**config.mk**
```make
export PLATFORM = sky130hd
export DESIGN_NAME = countdown_timer
export DESIGN_NICKNAME = d
export VERILOG_FILES = /design/src/rtl/countdown_timer.sv
export SDC_FILE = /design/constraint.sdc
export NUM_CORES = 1
export LEC_CHECK = 0
export BUFFER_PORTS_ARGS = -buffer_cell sky130_fd_sc_hd__buf_2
export CAP_MARGIN = 25
export CORE_UTILIZATION = 40
export DETAILED_ROUTE_END_ITERATION = 12
export GPL_TIMING_DRIVEN = 1
export SETUP_SLACK_MARGIN = 0.2
export SKIP_CTS_REPAIR_TIMING = 1
export SYNTH_ARGS = -nofsm -noshare
export SYNTH_HDL_FRONTEND = slang
export SYNTH_SLANG_ARGS = --single-unit
```
**constraint.sdc**
```tcl
create_clock -name clk -period 2.45 [get_ports clk]
set_input_delay 0.245 -clock clk [delete_from_list [all_inputs] [get_ports clk]]
set_output_delay 0.245 -clock clk [all_outputs]
set_load 0.03 [all_outputs]
```
**src/rtl/countdown_timer.sv**
```systemverilog
// Loadable N-bit down-counter with pause, abort and optional auto-reload.
// q and done are registered; busy is decoded from the FSM state.
module countdown_timer #(
  parameter int N = 4
) (
  input  logic         clk,
  input  logic         reset,
  input  logic         start,
  input  logic [N-1:0] load_val,
  input  logic         enable,
  input  logic         periodic,
  input  logic         abort,
  output logic [N-1:0] q,
  output logic         busy,
  output logic         done
);

  typedef enum logic [1:0] {
    S_IDLE  = 2'd0,
    S_RUN   = 2'd1,
    S_PAUSE = 2'd2
  } state_t;

  localparam logic [N-1:0] C_ZERO = '0;
  localparam logic [N-1:0] C_ONE  = N'(1);

  state_t       r_state;
  state_t       w_state_next;
  logic [N-1:0] r_q;
  logic [N-1:0] w_q_next;
  logic [N-1:0] r_reload;
  logic [N-1:0] w_reload_next;
  logic         r_done;
  logic         w_done_next;
  logic         w_load;

  assign w_load = start && (load_val != C_ZERO);

  // NOTE: sequential state uses non-blocking assignments only, so every
  // register samples the values present before the edge.
  always_ff @(posedge clk or posedge reset) begin
    if (reset) begin
      r_state  <= S_IDLE;
      r_q      <= C_ZERO;
      r_reload <= C_ZERO;
      r_done   <= 1'b0;
    end else begin
      r_state  <= w_state_next;
      r_q      <= w_q_next;
      r_reload <= w_reload_next;
      r_done   <= w_done_next;
    end
  end

  // NOTE: every signal gets a default before the case so no path can
  // leave one unassigned and infer a latch.
  always_comb begin
    w_state_next  = r_state;
    w_q_next      = r_q;
    w_reload_next = r_reload;
    w_done_next   = 1'b0;

    if (abort) begin
      w_state_next = S_IDLE;
      w_q_next     = C_ZERO;
    end else if (w_load) begin
      w_state_next  = S_RUN;
      w_q_next      = load_val;
      w_reload_next = load_val;
    end else if (!start) begin
      // A start with a zero load value is a complete no-op for this edge.
      unique case (r_state)
        S_RUN: begin
          if (!enable) begin
            w_state_next = S_PAUSE;
          end else if (r_q > C_ONE) begin
            w_q_next = r_q - C_ONE;
          end else if (r_q == C_ONE) begin
            w_done_next = 1'b1;
            if (periodic) begin
              w_q_next = r_reload;
            end else begin
              w_q_next     = C_ZERO;
              w_state_next = S_IDLE;
            end
          end
        end
        S_PAUSE: begin
          if (enable) w_state_next = S_RUN;
        end
        default: begin
          w_state_next = S_IDLE;
        end
      endcase
    end
  end

  always_comb begin
    busy = (r_state != S_IDLE);
  end

  assign q    = r_q;
  assign done = r_done;

endmodule
```
==> impl_results.md <==
* Status: complete, no violations
* Initial drt markers at 16
* Initial antenna violation count at 0
* CP Cell Sequence: inv_1 > ha_1 > or4b_1 > a311oi_2 > o311ai_1
* CP Buf/Inv Count at 1
* Crit path max-delay family: simple AND/OR/NAND/NOR gates
* FF-to-FF setup slack at 0.63 ns
* Die Y at 45.8 um
* Ranking of synthesized cells by area: dfrtp_1 36%, ha_1 8.1%, nand2_1 4.9%, inv_1 3.9%, o41ai_4 3.6%
* Die ar. at 2100 sq um
* Via count at 662
* Worst EP arrival at 1.97 ns
* CP peak stage delay at 0.51 ns
* CTS Buffer Depth at 2
* Row count at 15
* Worst Setup Path Type: flip-flop to flip-flop
* Crit-path slowest cell: or4b_1
* Leak pwr at 0.424 nW
* Synth warn at 0
* Peak VDD IR at 0.000261 V
* Dpl ws at 0.660 ns
* Final WL at 1.66 mm
* Placed Area at 871 sq um
* Commonest cells post-synth: 11 x dfrtp_1, 10 x nand2_1, 8 x inv_1
* Cell count after synthesis at 80
* Most common cell in the synthesized netlist: dfrtp_1
* Core Util, Final at 51.4%
* Detailed Routing Iterations Pass 1 at 4
* GRT Util Overall at 18.9%
* CTS Sinks at 11
* Max-slew violations at 0
* Cell variety after synth at 34
* Aggregate global routing overflow at 0
* Crit. End Element: flip-flop
* Mapped Area at 768 sq um
* Routed Antenna Nets at 0
* Layout cells sized above 1 at 24.2%
* Clock-pin slew on the worst setup and hold paths at 0.07 ns
* Worst-skew pair later-pin latency at 0.27 ns
* DRC viols at 0
* Initial core utilization at 43.5%
* Cell Pwr Density at 534 nW/um^2
* Hold EP: q[2]$_DFFE_PP0P_
* Seq/Total Area, Yosys at 35.8%
* Routed len/inst at 13.4 um
* Placed Cells incl. Taps at 119
* Die Span X at 45.8 um
* Setup TNS at 0 ns
* Avg Cell Area, Syn at 9.60 sq um
* Fmax at 0.549 GHz
* Reg2reg start: q[1]$_DFFE_PP0P_
* Final net count at 115
* Async SR Flop Fraction at 100%
* Final Hold Viols at 0
* Final setup violating endpoints at 0
* # port buffers at 15
* Hold crit path type: input pin to flip-flop
* Core Area at 1760 sq um
* Io pins at 16
* Commonest register cell after synthesis: dfrtp_1
* Final instance area at 907 sq um
* CTS tree: built
* Critical Path RT at 2.59 ns
* Crit path max fanout at 5
* Max Cap Viol at 0
* # diodes at 0
* FF-to-FF End: r_state[0]$_DFFE_PP0P_
* Vias in the first global route at 611
* Setup slack after layout at 0.629 ns
* Worst reg2reg path depth at 5
* Vias per Instance at 5.34
* Largest area contributor in the netlist: dfrtp_1
* Post-DP HPWL at 1.24 mm
* First-pass GRT wire length at 2.75 mm
* CTS Buf Count at 3
* Worst Hold Slack at 0.243 ns
* Hold Crit Depth at 2
* Final total power at 0.484 mW
* Fin crit share at 74.3%
* RSZ-0062 raised after global routing: no
* Synth top area share at 35.8%
* Area grow syn2layout at 18.1%
* Actual slew at the worst max-slew pin at 0.451 ns
* Slew HR at 69.8%
* Synthesized Nets at 95
* Final Non-Filler Cells at 124
* Pin count of the biggest net entering global routing at 12
* EDFF count, synth at 0
* Hold Path Origin: abort
* Post-route minimum period at 1.82 ns
* Htree depth at 1
* Gp weighted congestion at 0.778
* Clk_skew at 0.000859 ns
* Clock root cell: clkbuf_4
* Synth Register Bits at 11
* Startpoint types: flip-flop
[final cells by class]
cell class | instances | area (sq um)
Clock buffer | 4 | 26.3
Fill cell | 180 | 857
Inverter | 8 | 30.0
Multi-Input combinational cell | 60 | 459
Sequential cell | 11 | 275
Tap cell | 25 | 31.3
Timing Repair Buffer | 16 | 85.1
[worst register-to-register path, cell delays in order (launching register included)]
cell	delay [ns]
dfrtp_1	0.42
inv_1	0.09
ha_1	0.22
or4b_1	0.51
a311oi_2	0.34
o311ai_1	0.12
[per-layer routing]
metal	global-route usage [%]	routed length [um]	part of all wire (%)	up-vias
met3	4.76	70	4.2	4
met4	10.6	25	1.5	0
met5	0	0	0	-
met2	29.7	796	48	17
met1	23.5	766	46	310
li1	-	-	-	331
[how the worst max path moves through the flow]
stage | slack (ns) | end | depth (start not counted) | from
4_1_cts | 0.64 | r_state[0]$_DFFE_PP0P_ | 5 | q[1]$_DFFE_PP0P_
3_3_place_gp | 0.62 | r_state[0]$_DFFE_PP0P_ | 5 | q[1]$_DFFE_PP0P_
2_1_floorplan | 0.60 | q[0]$_DFFE_PP0P_ | 6 | q[0]$_DFFE_PP0P_
6_report | 0.63 | r_state[0]$_DFFE_PP0P_ | 5 | q[1]$_DFFE_PP0P_
5_1_grt | 0.53 | q[1]$_DFFE_PP0P_ | 6 | q[0]$_DFFE_PP0P_
3_5_place_dp | 0.66 | r_state[0]$_DFFE_PP0P_ | 5 | q[1]$_DFFE_PP0P_
[where the power goes]
group	internal (mW)	total [mW]	switching, mW	leakage [nW]
Sequential	0.198	0.216	0.0177	0.141
Clock	0.0631	0.129	0.0659	0.0150
Combinational	0.0539	0.139	0.0850	0.268
[cells by family (layout without fill, tap and decap cells)]
kind of cell | count (synthesis) | after routing | share of synthesized area (%)
AND/OR/NAND/NOR | 36 | 36 | 27.4
AO/OA/AOI/OAI | 17 | 17 | 21.5
flip-flops | 11 | 11 | 35.8
buffers and inverters | 9 | 28 | 4.40
adder cells (fa/ha/maj) | 5 | 5 | 8.14
multiplexers | 2 | 2 | 2.77
[layout by cell type (no fill, tap or decap)]
master	n
inv_1	8
dlygate4sd3_1	1
mux2i_1	1
and3_1	1
o41ai_4	1
nand3_1	1
nand4_1	4
clkbuf_4	3
a21oi_1	4
a22o_1	1
a311oi_1	1
a31oi_4	1
o31a_1	1
o31ai_1	1
a32oi_1	1
or2_1	2
o21ai_0	2
nor3_1	5
buf_2	15
a311oi_2	1
nand3b_4	1
dfrtp_1	11
or4b_1	1
nor3b_1	1
nor2b_1	2
nor4bb_1	1
a311o_1	1
nand2_1	10
a2111oi_1	1
ha_1	5
nor2_1	4
nand2b_2	1
nor2_2	1
clkbuf_1	1
o311ai_1	1
and3b_1	1
mux2_1	1
[state kept, by name, summed over array words and instances (netlist names)]
name,flops
r_reload,4
done,1
q,4
r_state,2
No activity file was read; power rests on OpenSTA's default activity.
